===== config.mk =====
export PLATFORM = sky130hd
export DESIGN_NAME = pixel_scan_sequencer
export DESIGN_NICKNAME = d
export VERILOG_FILES = /design/src/rtl/pixel_scan_sequencer.sv
export SDC_FILE = /design/constraint.sdc
export NUM_CORES = 1
export LEC_CHECK = 0
export CORE_ASPECT_RATIO = 1.25
export CORE_MARGIN = 8
export CORE_UTILIZATION = 47
export CTS_BUF_LIST = sky130_fd_sc_hd__clkbuf_8 sky130_fd_sc_hd__clkbuf_16
export DETAILED_ROUTE_END_ITERATION = 6
export GPL_TIMING_DRIVEN = 0
export PLACE_DENSITY = 0.75
export SLEW_MARGIN = 20
export SYNTH_ARGS = -nofsm -noshare
export SYNTH_HDL_FRONTEND = slang
export SYNTH_SLANG_ARGS = --single-unit

===== constraint.sdc =====
create_clock -name clk -period 2.65 [get_ports clk]
set_input_delay 0.795 -clock clk [delete_from_list [all_inputs] [get_ports clk]]
set_output_delay 0.795 -clock clk [all_outputs]
set_load 0.01 [all_outputs]

===== src/rtl/pixel_scan_sequencer.sv =====
// pixel_scan_sequencer: streams a framebuffer to a WS2812B serializer in linear or serpentine order, then holds the latch gap.
module pixel_scan_sequencer #(
    parameter int ROW_DIM      = 8,
    parameter int COL_DIM      = 8,
    parameter int LATCH_CYCLES = 6000,
    parameter int SERPENTINE   = 1,
    localparam int N  = ROW_DIM * COL_DIM,
    localparam int IW = (N > 1) ? $clog2(N) : 1
) (
    input  logic          clk,
    input  logic          rst_n,
    input  logic          start,
    output logic          fb_rd_en,
    output logic [IW-1:0] fb_addr,
    input  logic [23:0]   fb_rd_data,
    output logic [23:0]   pix_data,
    output logic          pix_valid,
    input  logic          pix_ready,
    output logic          busy,
    output logic          frame_done
);
    localparam int LW = (LATCH_CYCLES > 1) ? $clog2(LATCH_CYCLES) : 1;
    localparam logic [IW-1:0] IDX_LAST = IW'(N - 1);
    localparam logic [LW-1:0] LATCH_INIT = LW'(LATCH_CYCLES - 1);

    typedef enum logic [2:0] {ST_IDLE, ST_FETCH, ST_WAIT, ST_SEND, ST_LATCH} state_t;

    state_t        state, state_nxt;
    logic [IW-1:0] idx, idx_nxt;
    logic [LW-1:0] lcnt, lcnt_nxt;
    logic [23:0]   pix_nxt;
    logic [31:0]   row, col, col_m;

    assign fb_rd_en   = state == ST_FETCH;
    assign pix_valid  = state == ST_SEND;
    assign busy       = state != ST_IDLE;
    assign frame_done = state == ST_LATCH && lcnt == '0;

    // 32-bit intermediates keep row*COL_DIM exact for any matrix shape
    always_comb begin
        row     = 32'(idx) / 32'(COL_DIM);
        col     = 32'(idx) % 32'(COL_DIM);
        col_m   = (SERPENTINE != 0 && row[0]) ? 32'(COL_DIM) - 32'd1 - col : col;
        fb_addr = IW'(row * 32'(COL_DIM) + col_m);
    end

    always_comb begin
        state_nxt = state;
        idx_nxt   = idx;
        lcnt_nxt  = lcnt;
        pix_nxt   = pix_data;
        case (state)
            ST_IDLE: begin
                state_nxt = start ? ST_FETCH : ST_IDLE;
                idx_nxt   = start ? '0 : idx;
            end
            ST_FETCH: state_nxt = ST_WAIT;
            ST_WAIT: begin
                state_nxt = ST_SEND;
                pix_nxt   = fb_rd_data;
            end
            ST_SEND: if (pix_ready) begin
                state_nxt = (idx == IDX_LAST) ? ST_LATCH : ST_FETCH;
                idx_nxt   = (idx == IDX_LAST) ? idx : idx + 1'b1;
                lcnt_nxt  = (idx == IDX_LAST) ? LATCH_INIT : lcnt;
            end
            ST_LATCH: begin
                state_nxt = (lcnt == '0) ? ST_IDLE : ST_LATCH;
                lcnt_nxt  = (lcnt == '0) ? lcnt : lcnt - 1'b1;
            end
            default: state_nxt = ST_IDLE;
        endcase
    end

    always_ff @(posedge clk or negedge rst_n)
        if (!rst_n) begin
            state    <= ST_IDLE;
            idx      <= '0;
            lcnt     <= '0;
            pix_data <= '0;
        end else begin
            state    <= state_nxt;
            idx      <= idx_nxt;
            lcnt     <= lcnt_nxt;
            pix_data <= pix_nxt;
        end
endmodule


Yosys cells after proc, flatten, opt, wreduce, memory -nomap -nowiden
Cells that the tools add are included.
- $add $sub $neg: 4
- reductions and logical operators: 8
- $mul: 0
- muxes and demuxes: 14
- order comparisons: 0
- shift operators: 0
- bitwise logic cells: 0
- divide/modulo/power cells: 0
- eq/ne operators: 10
- operators by type and width (kind ; number):
    $mux 13 ; 3
    $pmux 13 s2 ; 1
    $mux 6 ; 4
    $pmux 3 s5 ; 1
    $logic_not 13->1 ; 1
    $sub 13x1->13 const B ; 1
    $pmux 6 s2 ; 1
    $mux 3 ; 3
    $reduce_and 4->1 ; 2
    $add 6x1->6 const B ; 1
    $add 6x6->6 ; 1
    $eq 3x2->1 const B ; 2
    $eq 6x6->1 const B ; 1
    $ne 2x2->1 const B ; 3
    $ne 2x1->1 const B ; 2
    $reduce_bool 2->1 ; 2
    $sub 3x3->4 const A ; 1
    $eq 3x1->1 const B ; 1
    $eq 3x3->1 const B ; 1
    $logic_not 3->1 ; 1
    $reduce_bool 3->1 ; 1
    $logic_and 1x1->1 ; 1
    $mux 1 ; 1
- memory bits (writable): 0
- output and inout port bits: 34
- bits in read-only memories: 0
- register bits: 46
- memories: 0
- latch bits: 0

Longest topological paths before layout
Gate-level depths: netlist of the first run.
- word-level depth: 4
- mapped depth: 7
- gate-level depth less buffers: 6

Worst setup path after synthesis of the first run
OpenSTA, ideal clock, no wires.
- path type: register -> output
- start point: register lcnt[0]
- end point: output frame_done
- arrival: 1349 ps
- stages on the path, launching flop included: 6
- slack: 506 ps
- path buffers: 0
- data required time: 1855 ps
- path through: dfrtp_1 inv_1 ha_1 or4b_1 nor3_1 and2_1
- word-level cells in the longest chain between the ends: 2
- ends and longest elaborated chain (element ; RTL line ; RTL):
    start: declaration ; 30 ; logic [LW-1:0] lcnt, lcnt_nxt;
    start signal: assignment ; 84 ; lcnt <= lcnt_nxt;
    $logic_not 13->1 ; 37 ; assign frame_done = state == ST_LATCH && lcnt == '0;
    $logic_and 1x1->1 ; 37 ;
    end: declaration ; 20 ; output logic frame_done
No other way between the ends.

Final worst setup path of the first run
Ends and elaborated chain as after synthesis.

==> impl_results.html, run 1 <==
<table>
<tr><th>Metric</th><th>Value</th></tr>
<tr><th colspan="2">STA</th></tr>
<tr><td>Clk_skew</td><td>0.00473 ns</td></tr>
<tr><td>Post-route worst setup slack</td><td>0.0902 ns</td></tr>
<tr><td>Post-route fraction of the period consumed by the critical path</td><td>0.966</td></tr>
<tr><td>Final number of hold-violating endpoints</td><td>0</td></tr>
<tr><td>Maximum clock frequency</td><td>391 MHz</td></tr>
<tr><td>Hold Slack</td><td>0.444 ns</td></tr>
<tr><td>Worst relative slew slack</td><td>0.519</td></tr>
<tr><td>Count of final max-slew check failures</td><td>0</td></tr>
<tr><td>Setup-violating endpoint count in the final report</td><td>0</td></tr>
<tr><td>Setup repair after global routing missed its margin</td><td>false</td></tr>
<tr><td>Slew @ Worst Pin</td><td>0.715 ns</td></tr>
<tr><td>Post-route minimum period</td><td>2.56 ns</td></tr>
<tr><th colspan="2">Logic synthesis</th></tr>
<tr><td>Yosys synthesis warning count</td><td>0</td></tr>
<tr><td>Number of standard cells after synthesis</td><td>188</td></tr>
<tr><td>Most used standard cell by instance count after synthesis</td><td>sky130_fd_sc_hd__dfrtp_1</td></tr>
<tr><td>Library cell with the largest summed area after synthesis</td><td>sky130_fd_sc_hd__dfrtp_1</td></tr>
<tr><td>Main synth FF type</td><td>sky130_fd_sc_hd__dfrtp_1</td></tr>
<tr><td>Top cell type's share of synthesized area</td><td>0.524</td></tr>
<tr><td>Cell types with the largest area share after synthesis</td><td>sky130_fd_sc_hd__dfrtp_1, sky130_fd_sc_hd__mux2_2, sky130_fd_sc_hd__and4_1, sky130_fd_sc_hd__a211oi_1, sky130_fd_sc_hd__nor2_1</td></tr>
<tr><td>Share of the yosys chip area belonging to registers</td><td>0.524</td></tr>
<tr><td>Total of flip-flops plus latches after synthesis</td><td>46</td></tr>
<tr><td>Cell area after synthesis</td><td>2200 um2</td></tr>
<tr><td>Post-synth EDFFs</td><td>0</td></tr>
<tr><td>Ranking of synthesized cells by instance count</td><td>sky130_fd_sc_hd__dfrtp_1, sky130_fd_sc_hd__mux2_2, sky130_fd_sc_hd__nor2_1</td></tr>
<tr><td>Asr flop ratio synth</td><td>1.00</td></tr>
<tr><td>Average cell area after synthesis</td><td>11.7 um2</td></tr>
<tr><td>Nets in the synthesized netlist</td><td>220</td></tr>
<tr><td>Netlist cell types</td><td>43</td></tr>
<tr><th colspan="2">Worst setup path</th></tr>
<tr><td>Worst Setup Path Type</td><td>reg2out</td></tr>
<tr><td>Critical-path maximum fanout</td><td>3</td></tr>
<tr><td>FF-to-FF End</td><td>lcnt[11]$_DFFE_PN0P_</td></tr>
<tr><td>Nature of the critical path endpoint</td><td>output pin</td></tr>
<tr><td>Startpoint of the lowest-slack register-to-register path</td><td>idx[3]$_DFFE_PN0P_</td></tr>
<tr><td>Number of cells traversed by the worst register-to-register path</td><td>6</td></tr>
<tr><td>Start point of the critical path</td><td>lcnt[0]$_DFFE_PN0P_</td></tr>
<tr><td>CP arrival</td><td>1.76 ns</td></tr>
<tr><td>Register-to-register setup slack</td><td>0.57 ns</td></tr>
<tr><td>Required time worst endpoint</td><td>1.86 ns</td></tr>
<tr><td>Startpoint class of the critical path</td><td>register</td></tr>
<tr><th colspan="2">Clock network</th></tr>
<tr><td>Number of clock sinks</td><td>46</td></tr>
<tr><td>Clock tree from TritonCTS</td><td>done</td></tr>
<tr><td>CTS root buffer</td><td>sky130_fd_sc_hd__clkbuf_8</td></tr>
<tr><td>Clock slew at reported path FFs</td><td>0.09 ns</td></tr>
<tr><td>Number of buffers inserted by hold repair at cts</td><td>0</td></tr>
<tr><td>Number of buffers inserted during clock tree synthesis</td><td>5</td></tr>
<tr><td># H-tree levels</td><td>2</td></tr>
<tr><td>Clk_lat worst skew</td><td>0.29 ns</td></tr>
<tr><td>Number of buffers on the longest clock path</td><td>2</td></tr>
<tr><th colspan="2">Pwr</th></tr>
<tr><td>Post-route total power</td><td>2.91 mW</td></tr>
<tr><td>Int Power</td><td>1.99 mW</td></tr>
<tr><td>Clock share of power</td><td>0.176</td></tr>
<tr><td>Proportion of total power due to net switching</td><td>0.316</td></tr>
<tr><td>Static leakage</td><td>1.27 nW</td></tr>
<tr><td>Pwr Density</td><td>957 nW/um2</td></tr>
<tr><td>Largest voltage drop on the vdd net</td><td>0.000660 V</td></tr>
<tr><td>Part of the power in combinational logic</td><td>0.457</td></tr>
<tr><td>Sequential group share of total power</td><td>0.368</td></tr>
<tr><td>Net switching power</td><td>0.918 mW</td></tr>
<tr><th colspan="2">Global route</th></tr>
<tr><td>Wire length of the first global-routing pass</td><td>8.68 mm</td></tr>
<tr><td>Number of antenna violations at the first check in global routing</td><td>0</td></tr>
<tr><td>GRT Total Usage</td><td>0.150</td></tr>
<tr><td>Final global-route overflow total</td><td>0</td></tr>
<tr><td>Via count of the first global-routing pass</td><td>1,814</td></tr>
<tr><td>Largest net degree at the start of global routing</td><td>28</td></tr>
<tr><th colspan="2">Die</th></tr>
<tr><td>Row count</td><td>28</td></tr>
<tr><td>Starting utilization of the core area</td><td>0.475</td></tr>
<tr><td>Width of the die</td><td>77.2 um</td></tr>
<tr><td>Core Footprint</td><td>4620 um2</td></tr>
<tr><td>Die outline height</td><td>92.4 um</td></tr>
<tr><td>I/O pin count</td><td>62</td></tr>
<tr><td>Total die area</td><td>7130 um2</td></tr>
<tr><th colspan="2">Route</th></tr>
<tr><td>Iteration-0 DRC Markers</td><td>75</td></tr>
<tr><td>Final antenna-violating net count</td><td>0</td></tr>
<tr><td>Post-Route WL</td><td>5.19 mm</td></tr>
<tr><td>Average wire length per cell after detail routing</td><td>16.1 um</td></tr>
<tr><td>First-pass DRT Iterations</td><td>4</td></tr>
<tr><td>Top sig layer</td><td>met4</td></tr>
<tr><td>Total routed wire length on the met1 layer</td><td>2.10 mm</td></tr>
<tr><td>Number of remaining DRC errors</td><td>0</td></tr>
<tr><td>Via total after detailed routing</td><td>1,792</td></tr>
<tr><td>Routed vias/inst</td><td>5.57</td></tr>
<tr><td>WL met2</td><td>2.63 mm</td></tr>
<tr><td>Routed wl met3</td><td>354 um</td></tr>
<tr><th colspan="2">Final layout</th></tr>
<tr><td>FF/Latch Area</td><td>1150 um2</td></tr>
<tr><td>Area of the multi-input gates</td><td>983 um2</td></tr>
<tr><td>Fillcell total</td><td>388</td></tr>
<tr><td>Proportion of layout cells with a drive suffix above 1</td><td>0.195</td></tr>
<tr><td>Antenna diode count</td><td>0</td></tr>
<tr><td>Fin nets</td><td>293</td></tr>
<tr><td>Layout-stage area growth over the synthesis result</td><td>38.2%</td></tr>
<tr><th colspan="2">Outcome</th></tr>
<tr><td>Run status</td><td>complete, no violations</td></tr>
<tr><th colspan="2">Flow run</th></tr>
<tr><td>Maximum capacitance violations</td><td>0</td></tr>
<tr><th colspan="2">Placed design</th></tr>
<tr><td>IO Port Bufs</td><td>61</td></tr>
<tr><td>Placed wire-length estimate after detailed placement</td><td>3.76 mm</td></tr>
<tr><td>Place WS</td><td>-0.0810 ns</td></tr>
<tr><td>RD Place Congestion</td><td>0.852</td></tr>
<tr><th colspan="2">Worst hold path</th></tr>
<tr><td>Classification of the worst-slack hold path</td><td>in2async</td></tr>
</table>
[cells by family after synthesis]
logic type	count (synthesis)	share of synthesized area
AO/OA/AOI/OAI	29	0.0945
XOR/XNOR	2	0.00797
adder cells (fa/ha/maj)	4	0.0228
buffers and inverters	15	0.0302
flip-flops	46	0.524
multiplexers	25	0.128
AND/OR/NAND/NOR	67	0.192
[placed cells by master, fill, tap and decap left out, types with 3 or more instances in the layout]
cell and count:
sky130_fd_sc_hd__inv_1 5, sky130_fd_sc_hd__buf_4 4, sky130_fd_sc_hd__nand2_1 7, sky130_fd_sc_hd__o31ai_1 3, sky130_fd_sc_hd__ha_1 4, sky130_fd_sc_hd__and4_1 9, sky130_fd_sc_hd__dfrtp_1 46, sky130_fd_sc_hd__nand4_1 3
sky130_fd_sc_hd__a21oi_1 4, sky130_fd_sc_hd__clkbuf_1 6, sky130_fd_sc_hd__a211oi_1 8, sky130_fd_sc_hd__clkdlybuf4s50_1 59, sky130_fd_sc_hd__nor2_1 14, sky130_fd_sc_hd__or4_1 6, sky130_fd_sc_hd__nor3_1 6, sky130_fd_sc_hd__clkbuf_8 5
sky130_fd_sc_hd__o21ai_0 3, sky130_fd_sc_hd__buf_2 4, sky130_fd_sc_hd__mux2_2 25, sky130_fd_sc_hd__or3_1 5
[state kept, by name, summed over array words and instances (netlist names)]
| signal | cells |
|---|---|
| state | 3 |
| lcnt | 13 |
| idx | 6 |
| pix_data | 24 |
[critical path, stage by stage (launching register included)]
cell	delay (ns)
sky130_fd_sc_hd__dfrtp_1	0.39
sky130_fd_sc_hd__inv_1	0.08
sky130_fd_sc_hd__ha_1	0.14
sky130_fd_sc_hd__or4b_4	0.47
sky130_fd_sc_hd__nor3_1	0.13
sky130_fd_sc_hd__and2_1	0.15
sky130_fd_sc_hd__buf_2	0.13
[per-stage QoR]
stage                     std cells  TNS [ns]  utilization  cell area [um2]
after global placement          309    -23.47        0.623             2880
after detailed placement        310   -0.0873        0.627             2900
after CTS                       321         0        0.655             3030
after floorplan                 188         0            -             2200
final                           322         0        0.657             3040
after global routing            322         0        0.657             3040
[cell type report]
class,instances,share of cell area
Sequential cell,46,0.379
Multi-Input combinational cell,127,0.324
Timing Repair Buffer,66,0.214
Tap cell,60,0.0247
Clock buffer,5,0.0227
Buffer,9,0.0144
Clock inverter,3,0.0136
Inverter,6,0.00742
[power by group through the flow]
stage | registers (mW) | logic, mW | clock network [mW]
final | 1.07 | 1.33 | 0.511
after detailed placement | 1.08 | 1.32 | 0
after global placement | 1.07 | 1.30 | 0
after floorplan | 1.16 | 0.555 | 0
after CTS | 1.07 | 1.33 | 0.527
after global routing | 1.11 | 1.43 | 0.551
[repair_timing]
action                                  in CTS  in global routing
endpoints found under the setup margin       1                  1
setup buffers                                3                  1
resized for setup                            6                  1
[how the worst max path moves through the flow]
| stage | endpoint | depth (start not counted) |
|---|---|---|
| 2_1_floorplan | frame_done | 5 |
| 3_3_place_gp | idx[5]$_DFFE_PN0P_ | 1 |
| 3_5_place_dp | frame_done | 6 |
| 4_1_cts | pix_valid | 3 |
| 5_1_grt | frame_done | 6 |
| 6_report | frame_done | 6 |
[layer usage]
metal / GRT usage / up-vias
met5: 0 / -
met4: 0.0789 / 0
met3: 0.0552 / 6
met2: 0.244 / 46
met1: 0.167 / 885
li1: - / 855
Power figures use the tool's default switching activity.
==> run 2: changes to the inputs <==
Settings changed: CTS_CLUSTER_SIZE from default to 28.
==> results of run 2 <==
No change in the layout: final DEF, timing and power equal those of run 1.
==> run 3: changes to the inputs <==
Settings changed: ABC_AREA from default to 0.
==> results of run 3 <==
No change in the layout: final DEF, timing and power equal those of run 1.
